$ cat config.mk
export PLATFORM = sky130hd
export DESIGN_NAME = boot_loader
export DESIGN_NICKNAME = d
export VERILOG_FILES = /design/src/rtl/boot_pkg.sv /design/src/rtl/byte_assembler.sv /design/src/rtl/boot_loader.sv
export SDC_FILE = /design/constraint.sdc
export NUM_CORES = 1
export LEC_CHECK = 0
export BUFFER_PORTS_ARGS = -buffer_cell sky130_fd_sc_hd__clkbuf_2
export CORE_MARGIN = 8
export CORE_UTILIZATION = 50
export CTS_BUF_LIST = sky130_fd_sc_hd__clkbuf_2 sky130_fd_sc_hd__clkbuf_4 sky130_fd_sc_hd__clkbuf_8
export DETAILED_ROUTE_END_ITERATION = 12
export GPL_TIMING_DRIVEN = 0
export HOLD_SLACK_MARGIN = 0.06
export PLACE_DENSITY = 0.74
export SLEW_MARGIN = 20
export SYNTH_ARGS = -nofsm -noshare
export SYNTH_HDL_FRONTEND = slang
export SYNTH_HIERARCHICAL = 1
export SYNTH_SLANG_ARGS = --single-unit
$ cat constraint.sdc
create_clock -name clk -period 5 [get_ports clk]
set_clock_uncertainty 0.05 [all_clocks]
set_input_delay 0.25 -clock clk [delete_from_list [all_inputs] [get_ports clk]]
set_output_delay 0.25 -clock clk [all_outputs]
set_load 0.01 [all_outputs]
$ cat src/rtl/boot_pkg.sv
// Shared types and constants for the boot loader.
// Optional checksum trailer is enabled with BOOT_LOADER_CHECKSUM_EN.
package boot_pkg;

    typedef enum logic [2:0] {
        StHdr,
        StData,
        StWrite,
        StChk,
        StDone,
        StErr
    } state_e;

    localparam int unsigned BYTES_PER_WORD = 4;
    localparam int unsigned HDR_BYTES      = 4;

endpackage

$ cat src/rtl/byte_assembler.sv
// Big-endian shift register: first byte lands in the MSBs. word_o already includes the
// byte being shifted this cycle so the caller can act on a complete word immediately.
module byte_assembler
    import boot_pkg::*;
#(
    parameter int unsigned NumBytes = BYTES_PER_WORD
) (
    input  logic                  clk_i,
    input  logic                  rst_i,
    input  logic                  shift_en_i,
    input  logic [7:0]            byte_i,
    output logic [NumBytes*8-1:0] word_o,
    output logic                  word_ready_o
);

    localparam int unsigned CntW = (NumBytes > 1) ? $clog2(NumBytes) : 1;
    localparam int unsigned WordW = NumBytes * 8;

    logic [WordW-1:0] word_q, word_d;
    logic [CntW-1:0]  cnt_q, cnt_d;

    always_comb begin
        word_d       = word_q;
        cnt_d        = cnt_q;
        word_ready_o = 1'b0;
        if (shift_en_i) begin
            word_d       = {word_q[WordW-9:0], byte_i};
            word_ready_o = (cnt_q == CntW'(NumBytes - 1));
            cnt_d        = word_ready_o ? '0 : cnt_q + CntW'(1);
        end
    end

    assign word_o = word_d;

    always_ff @(posedge clk_i or posedge rst_i) begin
        if (rst_i) begin
            word_q <= '0;
            cnt_q  <= '0;
        end else begin
            word_q <= word_d;
            cnt_q  <= cnt_d;
        end
    end

endmodule

$ cat src/rtl/boot_loader.sv
// Loads a length-prefixed big-endian word image into memory, holding the CPU in reset.
// Define BOOT_LOADER_CHECKSUM_EN to require a trailing XOR checksum byte.
module boot_loader
    import boot_pkg::*;
#(
    parameter logic [31:0] BASE_ADDR = 32'h0000_0000,
    parameter int unsigned MAX_WORDS = 256
) (
    input  logic        clk,
    input  logic        reset,
    input  logic        rx_valid,
    input  logic [7:0]  rx_data,
    output logic        rx_ready,
    output logic        mem_we,
    output logic [31:0] mem_addr,
    output logic [31:0] mem_wdata,
    output logic        cpu_reset,
    output logic        done,
    output logic        error
);

    localparam int unsigned CntW = $clog2(MAX_WORDS + 1);

`ifdef BOOT_LOADER_CHECKSUM_EN
    localparam state_e EndSt = StChk;
`else
    localparam state_e EndSt = StDone;
`endif

    state_e          state_q, state_d;
    logic [CntW-1:0] word_cnt_q, word_cnt_d;
    logic            transfer, hdr_shift, data_shift, hdr_ready, data_ready;
    logic [31:0]     count, data_word;

    assign transfer   = rx_valid & rx_ready;
    assign hdr_shift  = transfer & (state_q == StHdr);
    assign data_shift = transfer & (state_q == StData);

    // The header register stops shifting after its 4th byte, so it keeps the count.
    byte_assembler #(.NumBytes(HDR_BYTES)) u_hdr (
        .clk_i       (clk),
        .rst_i       (reset),
        .shift_en_i  (hdr_shift),
        .byte_i      (rx_data),
        .word_o      (count),
        .word_ready_o(hdr_ready)
    );

    byte_assembler #(.NumBytes(BYTES_PER_WORD)) u_data (
        .clk_i       (clk),
        .rst_i       (reset),
        .shift_en_i  (data_shift),
        .byte_i      (rx_data),
        .word_o      (data_word),
        .word_ready_o(data_ready)
    );

`ifdef BOOT_LOADER_CHECKSUM_EN
    logic [7:0] csum_q, csum_d;

    always_comb begin
        csum_d = csum_q;
        if (hdr_shift || data_shift) begin
            csum_d = csum_q ^ rx_data;
        end
    end

    always_ff @(posedge clk or posedge reset) begin
        if (reset) begin
            csum_q <= '0;
        end else begin
            csum_q <= csum_d;
        end
    end
`endif

    always_comb begin
        state_d    = state_q;
        word_cnt_d = word_cnt_q;
        case (state_q)
            StHdr: begin
                if (hdr_ready) begin
                    if (count == 32'd0) begin
                        state_d = EndSt;
                    end else if (count > 32'(MAX_WORDS)) begin
                        state_d = StErr;
                    end else begin
                        state_d = StData;
                    end
                end
            end
            StData: begin
                if (data_ready) begin
                    state_d = StWrite;
                end
            end
            StWrite: begin
                word_cnt_d = word_cnt_q + CntW'(1);
                state_d    = (32'(word_cnt_d) == count) ? EndSt : StData;
            end
`ifdef BOOT_LOADER_CHECKSUM_EN
            StChk: begin
                if (transfer) begin
                    state_d = (rx_data == csum_q) ? StDone : StErr;
                end
            end
`endif
            default: ;
        endcase
    end

    always_ff @(posedge clk or posedge reset) begin
        if (reset) begin
            state_q    <= StHdr;
            word_cnt_q <= '0;
        end else begin
            state_q    <= state_d;
            word_cnt_q <= word_cnt_d;
        end
    end

    // rx_ready is gated by reset so it reads 0 while reset is held, even though state is HDR.
    assign rx_ready  = ~reset & ((state_q == StHdr) || (state_q == StData) || (state_q == StChk));
    assign mem_we    = (state_q == StWrite);
    assign mem_addr  = BASE_ADDR + (32'(word_cnt_q) << 2);
    assign mem_wdata = data_word;
    assign cpu_reset = (state_q != StDone);
    assign done      = (state_q == StDone);
    assign error     = (state_q == StErr);

endmodule

* After elaboration in Yosys (flattened, before gate mapping) *
Index checks and enable logic that the tools add are counted.

storage, ports and cells
  logic and storage cells = 44
  register bits = 80
  bits of input ports = 11
  output and inout bits = 69

cells by class
  $add $sub $neg = 3
  equality and inequality tests = 11
  bitwise gates (word level) = 5
  reductions and logical operators = 6
  mux-type cells = 12
  order comparisons = 1

operator list
  operator                                                                          number
  32-bit two-way mux                                                                2
  9-bit by 32-bit equality test with 1-bit output                                   1
  32-bit by 9-bit greater-than comparator with 1-bit output, second input constant  1
  32-bit zero test                                                                  1
  3-bit two-way mux                                                                 5
  9-bit by 1-bit adder with 9-bit output, second input constant                     1
  3-bit one-hot mux with 3 select lines                                             1
  3-bit by 2-bit equality test with 1-bit output, second input constant             2
  3-bit equality test, second input constant                                        2
  2-bit by 1-bit adder with 2-bit output, second input constant                     2
  1-bit AND                                                                         4
  2-bit equality test, second input constant                                        2
  2-bit two-way mux                                                                 2
  2-bit != test, second input constant                                              2
  3-bit by 1-bit equality test with 1-bit output, second input constant             1
  3-bit zero test                                                                   1
  3-bit != test, second input constant                                              1
  3-bit AND reduction                                                               1
  3-bit nonzero test                                                                1
  1-bit logical OR                                                                  2
  1-bit two-way mux                                                                 2
  1-bit inverter                                                                    1

* Longest topological paths before layout *
  depth in word-level cells = 12
  mapped depth = 11
  gate-level depth less buffers = 9

* Modules after synthesis *
The synthesis kept the hierarchy.

modules (own cells, without submodules)
  module          area each (um^2)  cells each  instances  sequential area each (um^2)
  byte_assembler  1440.1            76          2          850.8
  boot_loader     1133.6            137         1          300.3

* Worst setup path before layout *
No wires, ideal clock.

  kind = input-to-reg
  start point = input reset
  end point = register state_q[0]
  path slack = 2.309 ns
  data required time = 4.817 ns
  arrival time = 2.508 ns
  cell stages on the path = 11
  path buffers = 2
  setup time = 0.133 ns
  cell sequence = inv_1 > nand3_1 > nor3_1 > buf_6 > buf_12 > mux2_4 > nor4_1 > nand4_1 > o311a_1 > a221oi_1 > a31oi_1

between the ends
  longest elaborated chain between the ends = 9
  elaborated cells between the ends (all ways) = 17
  classes of those cells = 3 x eq/ne; 7 x mux; 5 x bitwise; 2 x reduce/logical

RTL lines
  what                                     line                  RTL
  start, declared                          boot_loader.sv:10     input logic reset,
  1-bit inverter *                         boot_loader.sv:123    assign rx_ready = ~reset & ((state_q == StHdr) || (state_q == StData) || (state_q == StChk));
  1-bit AND *                              boot_loader.sv:123
  1-bit AND *                              boot_loader.sv:35     assign transfer = rx_valid & rx_ready;
  1-bit AND *                              boot_loader.sv:36     assign hdr_shift = transfer & (state_q == StHdr);
  via hdr_shift                            boot_loader.sv:32     logic transfer, hdr_shift, data_shift, hdr_ready, data_ready;
  32-bit two-way mux *                     byte_assembler.sv:26  if (shift_en_i) begin
  via count[14]                            boot_loader.sv:33     logic [31:0] count, data_word;
  32-bit zero test                         boot_loader.sv:83     if (count == 32'd0) begin
  3-bit two-way mux                        boot_loader.sv:83
  3-bit two-way mux                        boot_loader.sv:82     if (hdr_ready) begin
  3-bit one-hot mux with 3 select lines *  boot_loader.sv:80     case (state_q)
  end signal, assigned                     boot_loader.sv:114    state_q <= StHdr;
  end signal, assigned                     boot_loader.sv:117    state_q <= state_d;
  end, declared                            boot_loader.sv:30     state_e state_q, state_d;

Mark *: on every way through the listed nets, which the timed path passes. The rest lies on a longest branch. The select of a mux whose other input is x is not followed.
A chain may end at the register's enable or synchronous reset.

* Final worst setup path *
  start point = input reset
  end point = register state_q[2]

between the ends
  longest elaborated chain between the ends = 10
  elaborated cells between the ends (all ways) = 19
  classes of those cells = 1 x order compare; 3 x eq/ne; 8 x mux; 5 x bitwise; 2 x reduce/logical

RTL lines
  what                                                       line                  RTL
  1-bit inverter *                                           boot_loader.sv:123
  1-bit AND *                                                boot_loader.sv:123
  1-bit AND *                                                boot_loader.sv:35
  1-bit AND *                                                boot_loader.sv:36
  via hdr_shift                                              boot_loader.sv:32
  32-bit two-way mux *                                       byte_assembler.sv:26
  via count[30]                                              boot_loader.sv:33
  32-bit by 9-bit greater-than comparator with 1-bit output  boot_loader.sv:85     end else if (count > 32'(MAX_WORDS)) begin
  3-bit two-way mux                                          boot_loader.sv:85
  3-bit two-way mux                                          boot_loader.sv:83
  3-bit two-way mux                                          boot_loader.sv:82
  3-bit one-hot mux with 3 select lines *                    boot_loader.sv:80

Marked as above.

==> impl_metrics.env <==
export IMPL_grt_pass1_vias=2663
export IMPL_timing_final_crit_share=0.6988
export IMPL_synth_edf_count=0
export IMPL_worstHoldPathType="input pin to register"
export IMPL_worst_slew_pin_transition_ps=727.4
export IMPL_clock_sinks=80
export IMPL_core_rowCount=32
export IMPL_ys_types=39
export IMPL_max_slew_margin_rel=0.5144
export IMPL_antenna_found_initial=0
export IMPL_status="complete, no violations"
export IMPL_routabilityCongestion=0.8001
export IMPL_drtIter0Drc=71
export IMPL_cts_resized=0
export IMPL_cts_root_buf="clkbuf_8"
export IMPL_synth_mux_area_frac=0.2475
export IMPL_area_delta_synth_final_pct=17.55
export IMPL_start_util=0.5168
export IMPL_cts_tree="yes"
export IMPL_p_int_uw=898.2
export IMPL_ys_warn_count=6
export IMPL_stdcell_area_um2=4718
export IMPL_dieWidth_um=105.6
export IMPL_fmax_mhz=286.2
export IMPL_worstPathArrival_ps=3690
export IMPL_critPathCaptureType="register"
export IMPL_cts_htree_levels=3
export IMPL_nets=393
export IMPL_switching_share=0.2321
export IMPL_grt_busiest_layer="met2"
export IMPL_ys_ff_latch=80
export IMPL_path_clk_slew_ps=90
export IMPL_post_cts_buffers=0
export IMPL_dp_hpwl_um=6076
export IMPL_synth_cells=289
export IMPL_synthXorXnorAreaFrac=0.04582
export IMPL_startpoint_type="input pin"
export IMPL_grt_pass1_wl_um=13490
export IMPL_async_flop_share=1.000
export IMPL_fp_coreArea_um2=7767
export IMPL_vias=2438
export IMPL_pwr_share_comb=0.036
export IMPL_grt_met1_usage=0.1862
export IMPL_first_pass_iters=4
export IMPL_startpoint="reset"
export IMPL_track_usage=0.1494
export IMPL_path_class="input pin to register"
export IMPL_p_seq_frac=0.553
export IMPL_rsz0062_at_grt="no"
export IMPL_maxCapViolCount=0
export IMPL_ys_flop_type="dfrtp_1"
export IMPL_clk_path_buf_depth=2
export IMPL_syn_area_um2=4014
export IMPL_dpl_instance_area_um2=4504
export IMPL_met3_usage=0.04202
export IMPL_slew_violations=0
export IMPL_worstSkewPairLatency_ps=350
export IMPL_tns_ps=0
export IMPL_drive_above_1_share=0.4661
export IMPL_pwr_share_clk=0.412
export IMPL_ir_drop_v=0.0001739
export IMPL_nFillCells=616
export IMPL_synth_area_per_cell_um2=13.89
export IMPL_switchingPower_uw=271.4
export IMPL_worst_endpoint_required_ps=5190
export IMPL_synth_top_family_by_area="multiplexers"
export IMPL_io_buffer_count=56
export IMPL_ant_nets=0
export IMPL_overflow=0
export IMPL_grt_use_met2=0.2464
export IMPL_totalWireLength_um=7964
export IMPL_period_needed_ps=3494
export IMPL_powerDensity_nw_per_um2=247.9
export IMPL_post_drt_wl_per_cell_um=16.39
export IMPL_synth_compound_area_frac=0.03273
export IMPL_hold_viol=0
export IMPL_min_delay_start="rx_data[5]"
export IMPL_seq_area_frac_synth=0.4988
export IMPL_synthSimpleGateAreaFrac=0.07045
export IMPL_cts_buffers=9
export IMPL_finalSetupViolations=0
export IMPL_io_pins=80
export IMPL_fp_dieH_um=105.6
export IMPL_r2r_start="state_q[2]"
export IMPL_via_per_inst=5.016
export IMPL_synth_adder_area_share=0.009352
export IMPL_path_max_fanout=13
export IMPL_grt_max_degree=35
export IMPL_dieArea_um2=11150
export IMPL_antennaDiodeCount=0
export IMPL_power_uw=1170
export IMPL_p_leak_uw=0.002450
export IMPL_drc_errors=0
worst max-delay path, cell delays in order:
cell	delay (ps)
dlygate4sd3_1	540
clkbuf_2	150
inv_1	380
nand3_1	170
nor3_1	210
buf_6	200
buf_12	160
mux2_4	310
nor4_1	340
nand4_1	240
nor4b_1	380
o21ai_0	150
a31o_1	190
final cells by class:
cell class,instances,area [um^2],area share
Buffer,36,349.1,0.07399
Clock buffer,9,123.9,0.02625
Clock inverter,7,80.08,0.01697
Inverter,8,30.03,0.006364
Multi-Input combinational cell,187,1715,0.3636
Sequential cell,80,2002,0.4243
Tap cell,102,127.6,0.02705
Timing Repair Buffer,57,290.3,0.06152
cells by family after synthesis:
family | count (synthesis)
AOI/OAI and AO/OA | 18
xor gates and xnor gates | 21
adders and majority gates | 3
buffers and inverters | 44
DFF | 80
muxes | 69
other | 1
and+or+nand+nor | 53
synthesized netlist by cell type (2+ instances only):
cell	instances	area, um^2
xor2_1	8	70.07
mux2_4	58	870.8
a21oi_1	2	10.01
clkbuf_1	2	7.510
or3_1	2	12.51
dfrtp_1	80	2002
buf_4	25	187.7
and2_1	2	12.51
buf_12	6	120.1
a31o_1	2	17.52
nor2_1	8	30.03
nor3_1	6	30.03
nor4_1	8	50.05
xnor2_1	13	113.9
mux2_2	10	112.6
buf_6	3	33.78
nand2_1	11	41.29
a211oi_1	2	15.01
a31oi_1	3	18.77
inv_1	7	26.28
o21ai_0	3	15.01
ha_1	3	37.54
nand4_1	4	25.02
nand3_1	6	30.03
flip-flops by register name, summed over array words and instances (netlist names):
name / count
word_cnt_q: 9
u_hdr/word_q: 32
state_q: 3
u_data/cnt_q: 2
u_hdr/cnt_q: 2
u_data/word_q: 32
cell usage in the layout (no fill, tap or decap), drive strengths merged, types with 4 or more instances in the layout:
cell     n
inv      9
xnor2   13
nand4    4
nor3     6
nand2   13
nand3    6
conb    23
nor2     8
clkbuf  67
dfrtp   80
nor4     8
clkinv   4
xor2     8
buf     34
mux2    68
through the flow:
| stage | std cells | utilization | hold WS, ps | worst slack (ps) |
|---|---|---|---|---|
| 6_report | 486 | 0.6074 | 119.9 | 1506 |
| 5_1_grt | 486 | 0.6074 | 105.1 | 1203 |
| 3_5_place_dp | 469 | 0.5799 | 317.5 | 1641 |
| 2_1_floorplan | 311 | - | 73.07 | 2309 |
| 4_1_cts | 486 | 0.6074 | 108.5 | 1445 |
| 3_3_place_gp | 469 | 0.5799 | 302.3 | 1677 |
metal layers:
layer	vias up	part of all wire
met1	1213	0.43
met3	6	0.049
li1	1150	-
met2	69	0.51
met4	0	0.0084
met5	-	0
power by group through the flow:
stage	sequential, uW	clock [uW]	combinational [uW]
after global placement	659	0	40.4
after floorplan	659	0	30.8
final	646	482	41.7
after CTS	646	496	41.9
after global routing	646	522	47.5
after detailed placement	659	0	41.1
path summary, 6_finish.rpt:
check / endpoint / slack, ps / depth (start not counted)
worst min register to register: u_hdr/word_q[24] / 450 / 1
worst max-delay path: state_q[2] / 1510 / 13
worst min-delay path: u_data/word_q[5] / 120 / 2
worst max register to register: state_q[2] / 2000 / 11
min in group asynchronous: state_q[1] / 470 / 3
max in group asynchronous: u_data/word_q[27] / 3870 / 3
what timing repair did:
item | 4_1_cts | 5_1_grt
hold buffers | 1 | 0
endpoints found under the setup margin | 0 | 0
hold endpoints to repair | 80 | 0
(Power assumes the default switching activity.)
